File: src/rtl/fact_pkg.sv
// fact_pkg: shared constants for the fact_unit factorial accelerator.
//   - Register word offsets (decoded from addr[3:2]).
//   - STATUS register bit positions.
//   - FSM state encoding.
//   - Default largest N whose factorial fits in a 32-bit result.
package fact_pkg;

  // Register word offsets
  localparam logic [1:0] OFF_N      = 2'd0;
  localparam logic [1:0] OFF_GO     = 2'd1;
  localparam logic [1:0] OFF_STATUS = 2'd2;
  localparam logic [1:0] OFF_RESULT = 2'd3;

  // STATUS bit positions
  localparam int unsigned STAT_DONE = 0;
  localparam int unsigned STAT_ERR  = 1;
  localparam int unsigned STAT_BUSY = 2;
  localparam int unsigned STAT_IE   = 3;

  // 12! = 0x1C8CFC00 is the largest factorial that fits in 32 bits
  localparam int unsigned MAX_N_DEF = 12;

  typedef enum logic [1:0] {
    S_IDLE = 2'd0,
    S_BUSY = 2'd1,
    S_DONE = 2'd2
  } state_e;

endpackage

File: src/rtl/fact_datapath.sv
// fact_datapath: accumulator, down-counter and multiplier for the
// iterative factorial.
// Ports:
//   clk, rst   : clock, synchronous active-high reset
//   load_i     : start a run (acc=1, cnt=n_i)
//   zero_i     : overflow abort (acc=0, cnt=0); wins over load_i
//   step_i     : one multiply step (acc*=cnt, cnt-=1)
//   n_i        : operand to load into the counter
//   acc_o      : running / final accumulator
//   cnt_le1_o  : counter has reached 0 or 1, run is finished
module fact_datapath #(
  parameter int unsigned WIDTH   = 32,
  parameter int unsigned N_WIDTH = 4
) (
  input  logic               clk,
  input  logic               rst,
  input  logic               load_i,
  input  logic               zero_i,
  input  logic               step_i,
  input  logic [N_WIDTH-1:0] n_i,
  output logic [WIDTH-1:0]   acc_o,
  output logic               cnt_le1_o
);

  logic [WIDTH-1:0]   acc_q, acc_d;
  logic [N_WIDTH-1:0] cnt_q, cnt_d;

  // Next-state selection for accumulator and counter
  always_comb begin
    acc_d = acc_q;
    cnt_d = cnt_q;
    if (zero_i) begin
      acc_d = '0;
      cnt_d = '0;
    end else if (load_i) begin
      acc_d = WIDTH'(1);
      cnt_d = n_i;
    end else if (step_i) begin
      // Only the low WIDTH bits of the product are kept
      acc_d = acc_q * WIDTH'(cnt_q);
      cnt_d = cnt_q - N_WIDTH'(1);
    end else begin
      acc_d = acc_q;
      cnt_d = cnt_q;
    end
  end

  // Accumulator and counter registers
  always_ff @(posedge clk) begin
    if (rst) begin
      acc_q <= '0;
      cnt_q <= '0;
    end else begin
      acc_q <= acc_d;
      cnt_q <= cnt_d;
    end
  end

  assign acc_o     = acc_q;
  assign cnt_le1_o = (cnt_q <= N_WIDTH'(1));

endmodule

File: src/rtl/fact_unit.sv
// fact_unit: memory-mapped iterative factorial accelerator.
// CPU writes N, writes GO, polls STATUS (or takes irq), reads RESULT.
// Ports:
//   clk, rst : clock, synchronous active-high reset
//   we       : write enable for this unit
//   addr     : access address, only addr[3:2] decoded
//   wdata    : write data
//   rdata    : combinational read data for addr[3:2]
//   irq      : done & ie, registered (tied 0 unless FACT_IRQ_EN)
// Optional feature macro: FACT_IRQ_EN (writable ie bit and irq output).
module fact_unit
  import fact_pkg::*;
#(
  parameter int unsigned WIDTH   = 32,
  parameter int unsigned N_WIDTH = 4,
  parameter int unsigned MAX_N   = MAX_N_DEF
) (
  input  logic             clk,
  input  logic             rst,
  input  logic             we,
  input  logic [31:0]      addr,
  input  logic [WIDTH-1:0] wdata,
  output logic [WIDTH-1:0] rdata,
  output logic             irq
);

  localparam logic [N_WIDTH-1:0] MAX_N_L = N_WIDTH'(MAX_N);

  state_e             state_q;
  logic [N_WIDTH-1:0] n_q;
  logic               done_q, err_q, ie_q, irq_q;

  logic [1:0]         off_s;
  logic               busy_s, go_wr_s, n_wr_s, go_acc_s, n_big_s;
  logic               load_s, zero_s, step_s, cnt_le1_s;
  logic [WIDTH-1:0]   acc_s;
  logic               unused_bits_s;

  assign off_s    = addr[3:2];
  assign busy_s   = (state_q == S_BUSY);
  // N and GO writes are dropped while a run is in progress
  assign n_wr_s   = we && (off_s == OFF_N) && !busy_s;
  assign go_wr_s  = we && (off_s == OFF_GO) && wdata[0];
  assign go_acc_s = go_wr_s && !busy_s;
  assign n_big_s  = (n_q > MAX_N_L);
  assign load_s   = go_acc_s && !n_big_s;
  assign zero_s   = go_acc_s && n_big_s;
  assign step_s   = busy_s && !cnt_le1_s;

  assign unused_bits_s = ^{addr[31:4], addr[1:0], wdata};

  fact_datapath #(
    .WIDTH   (WIDTH),
    .N_WIDTH (N_WIDTH)
  ) u_datapath (
    .clk       (clk),
    .rst       (rst),
    .load_i    (load_s),
    .zero_i    (zero_s),
    .step_i    (step_s),
    .n_i       (n_q),
    .acc_o     (acc_s),
    .cnt_le1_o (cnt_le1_s)
  );

  // Control FSM, N register and status flags
  always_ff @(posedge clk) begin
    if (rst) begin
      state_q <= S_IDLE;
      n_q     <= '0;
      done_q  <= 1'b0;
      err_q   <= 1'b0;
      ie_q    <= 1'b0;
      irq_q   <= 1'b0;
    end else begin
      if (n_wr_s) begin
        n_q <= wdata[N_WIDTH-1:0];
      end
      case (state_q)
        S_IDLE, S_DONE: begin
          if (go_wr_s) begin
            if (n_big_s) begin
              // Overflowing N finishes immediately with an error
              state_q <= S_DONE;
              done_q  <= 1'b1;
              err_q   <= 1'b1;
            end else begin
              state_q <= S_BUSY;
              done_q  <= 1'b0;
              err_q   <= 1'b0;
            end
          end
        end
        S_BUSY: begin
          if (cnt_le1_s) begin
            state_q <= S_DONE;
            done_q  <= 1'b1;
          end
        end
        default: begin
          state_q <= S_IDLE;
        end
      endcase
`ifdef FACT_IRQ_EN
      if (we && (off_s == OFF_STATUS)) begin
        ie_q <= wdata[STAT_IE];
      end
      // Registered from current flags, so irq trails done by one cycle
      irq_q <= done_q & ie_q;
`else
      ie_q  <= 1'b0;
      irq_q <= 1'b0;
`endif
    end
  end

  assign irq = irq_q;

  // Read mux, same-cycle response
  always_comb begin
    rdata = '0;
    case (off_s)
      OFF_N: begin
        rdata[N_WIDTH-1:0] = n_q;
      end
      OFF_GO: begin
        rdata = '0;
      end
      OFF_STATUS: begin
        rdata[STAT_DONE] = done_q;
        rdata[STAT_ERR]  = err_q;
        rdata[STAT_BUSY] = busy_s;
        rdata[STAT_IE]   = ie_q;
      end
      OFF_RESULT: begin
        rdata = acc_s;
      end
      default: begin
        rdata = '0;
      end
    endcase
  end

endmodule

File: config.mk
export PLATFORM = sky130hd
export DESIGN_NAME = fact_unit
export DESIGN_NICKNAME = d
export VERILOG_FILES = /design/src/rtl/fact_pkg.sv /design/src/rtl/fact_datapath.sv /design/src/rtl/fact_unit.sv
export SDC_FILE = /design/constraint.sdc
export NUM_CORES = 1
export LEC_CHECK = 0
export BUFFER_PORTS_ARGS = -buffer_cell sky130_fd_sc_hd__buf_2
export CAP_MARGIN = 15
export CORE_ASPECT_RATIO = 1.4
export CORE_MARGIN = 2
export CORE_UTILIZATION = 55
export DETAILED_ROUTE_END_ITERATION = 16
export GPL_ROUTABILITY_DRIVEN = 0
export MAX_ROUTING_LAYER = met4
export PLACE_DENSITY = 0.87
export SLEW_MARGIN = 20
export SYNTH_ARGS = -nofsm -noshare
export SYNTH_HDL_FRONTEND = slang
export SYNTH_SLANG_ARGS = --single-unit
File: constraint.sdc
create_clock -name clk -period 4.15 [get_ports clk]
set_input_delay 0.2075 -clock clk [delete_from_list [all_inputs] [get_ports clk]]
set_output_delay 0.2075 -clock clk [all_outputs]
set_load 0.02 [all_outputs]
After elaboration in Yosys (flattened, before gate mapping)
Cells that the tools add are included.
- memories kept: 0
- word-level logic and storage cells: 53
- RAM bits: 0
- bits in registers: 44
- input bits: 67
- memory bits (read-only): 0
- latch bits: 0
- output and inout port bits: 33
- shift operators: 0
- reduce and logical (&&, ||, !) cells: 21
- add/subtract/negate cells: 1
- bitwise gates (word level): 0
- equality and inequality tests: 7
- multiply operators: 1
- divide/modulo/power cells: 0
- $lt $le $gt $ge: 2
- muxes and demuxes: 14
- operators with widths (kind ; count):
    $mul A32 B4 Y32 ; 1
    $mux W28 ; 1
    $pmux W4 S4 ; 1
    $logic_and A1 B1 Y1 ; 8
    $mux W4 ; 2
    $eq A2 B2 Y1 const B ; 3
    $mux W2 ; 3
    $mux W1 ; 5
    $eq A2 B1 Y1 const B ; 2
    $gt A4 B4 Y1 const B ; 1
    $le A4 B1 Y1 const B ; 1
    $logic_not A2 Y1 ; 2
    $pmux W2 S2 ; 1
    $reduce_and A2 Y1 ; 2
    $reduce_bool A2 Y1 ; 2
    $reduce_or A2 Y1 ; 2
    $sub A4 B1 Y4 const B ; 1
    $logic_not A1 Y1 ; 3
    $reduce_and A3 Y1 ; 1
    $reduce_or A3 Y1 ; 1
    $ne A2 B1 Y1 const B ; 1
    $ne A2 B2 Y1 const B ; 1
    $pmux W1 S2 ; 1

Depth between registers and ports, before layout
- depth after elaboration: 6
- depth in mapped cells: 15
- gate-level depth less buffers: 14

Hierarchy
A second synthesis with hierarchy kept.
- cells, all modules: 766
- area total of the unflattened synthesis: 5974.5 µm²
- modules (own cells, without submodules) (module ; seq. area each (µm²) ; area each (µm²) ; instances ; cells each):
    fact_datapath ; 720.7 ; 5275.1 ; 1 ; 676
    fact_unit ; 160.2 ; 699.4 ; 1 ; 90

Worst setup path before layout
No wires, ideal clock.
- path kind: flip-flop to flip-flop
- start: register u_datapath.cnt_q[3]
- end: register u_datapath.acc_q[14], in the netlist u_datapath.acc_o[14]
- setup time: 0.117 ns
- required time: 4.033 ns
- path buffers: 1
- cell stages (with the launch flop): 15
- path slack: 0.639 ns
- clock period less this slack: 3.511 ns
- arrival time: 3.394 ns
- cell sequence: dfxtp_1 -> clkbuf_1 -> and2_1 -> fa_1 -> inv_1 -> fa_1 -> inv_1 -> ha_1 -> nor2b_1 -> or2_1 -> a311o_1 -> a21oi_1 -> o21ai_1 -> xor2_1 -> a22o_1
- cells in the longest elaborated chain, start to end: 3
- elaborated cells between the ends (all ways): 4
- those cells by class: 1 x mul; 1 x order compare; 2 x reduce/logical
- RTL lines (item ; line ; source):
    start, declared ; fact_datapath.sv:26 ; logic [N_WIDTH-1:0] cnt_q, cnt_d;
    start signal, assigned ; fact_datapath.sv:55 ; cnt_q <= cnt_d;
    branches (longest 3 deep; another with $mul A32 B4 Y32) ; -- ;
    end signal, assigned ; fact_datapath.sv:51 ; acc_q <= '0;
    end signal, assigned ; fact_datapath.sv:54 ; acc_q <= acc_d;
    end, declared ; fact_datapath.sv:25 ; logic [WIDTH-1:0] acc_q, acc_d;
Parallel ways; which one is timed is not known.
A chain may end at the register's enable or synchronous reset.

Worst setup path in the final report
- start: register u_datapath.cnt_q[3]
- end: register u_datapath.acc_q[26], in the netlist u_datapath.acc_o[26]
Same word-level chain as after synthesis.

==> flow_metrics.py <==
metrics = {
    "outcome": {
        "status": "finished clean",
    },
    "logic_synthesis": {
        "synthXorXnorAreaFrac_pct": 4.68,
        "synth-simple-area-share_pct": 24.8,
        "syn_area_mm2": 0.00580,
        "synth.yosys.seq_area_share_pct": 15.2,
        "ys_seq_elements": 44,
        "synthAdderAreaFrac_pct": 27.0,
        "async_reset_ff_share_pct": 0,
        "ys_warn_count": 0,
        "synth_top_family_by_area": "adder cells",
        "avgSynthCellArea_um2": 7.70,
        "ys.flop_type": "dfxtp_1",
        "postSynthCellCount": 754,
        "synth_compound_area_share_pct": 16.8,
        "synth_edf_count": 0,
        "syn_nets": 912,
        "muxShareOfSynthArea_pct": 1.42,
        "ys_types": 62,
    },
    "place": {
        "post-place-ws_ns": 0.150,
        "io_buffers": 40,
        "numPlacedInstances": 916,
        "hpwl_mm": 10.7,
    },
    "floorplanning": {
        "die_w_um": 90.8,
        "rows": 44,
        "die_area_mm2": 0.0114,
        "core_area_mm2": 0.0103,
        "die_height_um": 126,
        "start_util_pct": 56.1,
        "num_io_pins": 100,
    },
    "worst_setup_path": {
        "cp_slowest_stage_delay_ns": 0.53,
        "worstPathMaxFanout": 15,
        "r2r-end": "u_datapath.acc_o[26]$_SDFFE_PP0P_",
        "crit_chain": "buf_4 -> and2_1 -> fa_1 -> inv_1 -> fa_1 -> inv_1 -> ha_1 -> a21oi_1 -> o21ai_0 -> a31o_2 -> a21oi_2 -> o21ai_1 -> xnor2_1 -> a22o_1",
        "cp.required_ns": 4.33,
        "crit_path_start": "u_datapath.cnt_q[3]$_SDFFE_PP0P_",
        "arrival_ns": 4.13,
        "crit_path_end_kind": "flop",
        "startpoint_type": "flop",
        "r2r_slack_ns": 0.20,
        "crit_type": "reg -> reg",
        "crit_slowest_cell": "fa_1",
        "worst-r2r-cell-count": 14,
        "rr_startpoint": "u_datapath.cnt_q[3]$_SDFFE_PP0P_",
    },
    "pwr": {
        "p_seq_share_pct": 47.7,
        "power_per_cell_area_mw_per_mm2": 142,
        "pwr-share-clk_pct": 46.0,
        "p_leak_nw": 3.09,
        "swShare_pct": 25.8,
        "p_int_w": 0.000669,
        "p_sw_w": 0.000232,
        "ir_worst_vdd_mv": 0.189,
        "combinationalPowerShare_pct": 6.3,
    },
    "route": {
        "drc": 0,
        "wirelength_mm": 13.8,
        "ant_nets": 0,
        "dr.pass1.iters": 5,
        "wire_per_inst_um": 15.0,
        "drt_iter0_markers": 307,
        "vias_per_cell": 5.62,
        "num_vias": 5189,
    },
    "hold_path": {
        "min_to": "n_q[1]$_SDFFE_PP0P_",
        "hold_start": "wdata[1]",
        "hold_class": "in -> reg",
        "worstHoldPathCells": 3,
    },
    "global_routing": {
        "grt_pass1_vias": 5303,
        "grt.total_usage_pct": 25.8,
        "grt-ovfl-total": 0,
        "grt_pass1_wl_mm": 24.0,
        "grt_start_max_net_pins": 36,
        "grt_antenna_before_repair": 0,
    },
    "clocking": {
        "cts_max_path_buffers": 2,
        "insertion_delay_ns": 0.29,
        "numCtsBuffers": 5,
        "path_clk_slew_ns": 0.07,
        "cts_tree": "built",
        "cts_sinks": 44,
        "htree_num_levels": 2,
        "cts_root_buffer": "clkbuf_16",
    },
    "sta": {
        "whs_ns": 0.151,
        "min_period_ns": 3.95,
        "finClkSkew_ns": 0.00956,
        "rsz0062_at_grt": "no",
        "setup_viol": 0,
        "report.final.slew_viol_count": 0,
        "finalWorstSetupSlack_ns": 0.199,
        "fin_crit_sh_pct": 95.2,
        "worst_slew_pin_slew_ns": 0.790,
        "timing.fmax_mhz": 253,
        "setup_tns_ns": 0,
        "relSlewSlack_pct": 47.3,
        "finalHoldViolCount": 0,
    },
    "finish": {
        "num-nets-final": 943,
        "antennaDiodeCount": 0,
        "fill_cells": 948,
        "drive_gt1_share_pct": 11.1,
        "finalNonFillerCells": 924,
        "area_growth_pct": 8.95,
    },
    "run": {
        "cap_violations": 0,
    },
}
## layer usage
metal / share of wire [%] / up-vias / global-route usage, % / wire, um
met5: 0 / - / - / 0
met4: 2.0 / 0 / 8.02 / 271
met3: 4.9 / 26 / 3.07 / 674
met2: 54 / 124 / 48.1 / 7490
met1: 39 / 2537 / 28.5 / 5390
li1: - / 2502 / - / -
## worst max path at each step
stage / slack, ns / to
after floorplan: 0.64 / u_datapath.acc_o[14]$_SDFFE_PP0P_
after global placement: 0.19 / u_datapath.acc_o[14]$_SDFFE_PP0P_
after detailed placement: 0.15 / u_datapath.acc_o[26]$_SDFFE_PP0P_
after CTS: 0.11 / u_datapath.acc_o[26]$_SDFFE_PP0P_
after global routing: 0.02 / u_datapath.acc_o[27]$_SDFFE_PP0P_
final: 0.20 / u_datapath.acc_o[26]$_SDFFE_PP0P_
## power groups by stage
stage	clock (W)	sequential [W]	combinational, W
global route	0.000434	0.000430	0.0000622
CTS	0.000416	0.000429	0.0000564
detailed placement	0	0.000439	0.0000562
floorplan	0	0.000438	0.0000372
global placement	0	0.000439	0.0000550
finish	0.000415	0.000430	0.0000566
## timing repair
item	in CTS	in global routing
buffers inserted	0	0
gates resized for setup	0	1
hold buffers	0	0
endpoints found under the hold margin	0	0
setup endpoints to repair	0	10
## through the flow
step           power, W  util (%)  cell area [um^2]
2_1_floorplan  0.000475         -              5800
3_3_place_gp   0.000494      59.6              6170
3_5_place_dp   0.000495      59.6              6170
4_1_cts        0.000901      61.1              6320
5_1_grt        0.000926      61.1              6320
6_report       0.000901      61.1              6320
## cell usage in the layout, fill, tap and decap left out, types with 6 or more instances in the layout
| cell | synthesis | final |
|---|---|---|
| dfxtp_1 | 44 | 43 |
| nand2_1 | 95 | 95 |
| o21ai_0 | 23 | 23 |
| xor2_1 | 8 | 8 |
| nor2_1 | 29 | 29 |
| and2_1 | 84 | 84 |
| mux2i_1 | 6 | 6 |
| nand3_1 | 9 | 9 |
| buf_4 | 2 | 14 |
| and3_1 | 30 | 30 |
| o21ai_1 | 6 | 6 |
| a22o_1 | 19 | 19 |
| buf_2 | 5 | 40 |
| nor3_1 | 6 | 6 |
| fa_1 | 57 | 57 |
| a21oi_1 | 54 | 54 |
| inv_1 | 121 | 121 |
| ha_1 | 34 | 34 |
| xnor2_1 | 23 | 23 |
## critical path, delay by kind of cell, from the launching register on
family                   cells  cell delay, ns
flip-flops                   1            0.42
adder cells (fa/ha/maj)      3            1.41
buffers and inverters        3            0.32
AND/OR/NAND/NOR              1            0.18
XOR/XNOR                     1            0.16
AO/OA/AOI/OAI                6            1.32
## synthesized netlist by cell type (5+ instances only)
master / instances / area (um^2)
inv_1: 121 / 454
nand2_1: 95 / 357
and2_1: 84 / 526
fa_1: 57 / 1140
a21oi_1: 54 / 270
dfxtp_1: 44 / 881
ha_1: 34 / 425
and3_1: 30 / 188
nor2_1: 29 / 109
clkbuf_1: 24 / 90.1
o21ai_0: 23 / 115
xnor2_1: 23 / 201
a22o_1: 19 / 166
nand3_1: 9 / 45.0
xor2_1: 8 / 70.1
mux2i_1: 6 / 60.1
nor3_1: 6 / 30.0
o21ai_1: 6 / 30.0
a21o_1: 5 / 37.5
buf_2: 5 / 25.0
nor2b_1: 5 / 31.3
## flip-flops by register name (all words and copies together) (netlist names)
| register | flops |
|---|---|
| err_q | 1 |
| n_q | 4 |
| state_q | 2 |
| u_datapath.cnt_q | 4 |
| done_q | 1 |
| u_datapath.acc_o | 32 |
## cell type report
cell class | instances | area (um^2) | area share (%)
clock inverter | 3 | 25.0 | 0.396
sequential | 44 | 882 | 13.9
inverter | 121 | 454 | 7.18
timing repair buffer | 55 | 325 | 5.14
multi-input combinational | 558 | 4340 | 68.6
tap | 138 | 173 | 2.73
clock buffer | 5 | 125 | 1.98
## kinds of logic after synthesis
logic type	after synthesis
compound gates	148
xor+xnor	31
fa+ha+maj	91
buf+inv	152
flops	44
mux	8
other cells	1
simple gates	279
Note: power is estimated with default switching activity, not from simulation.
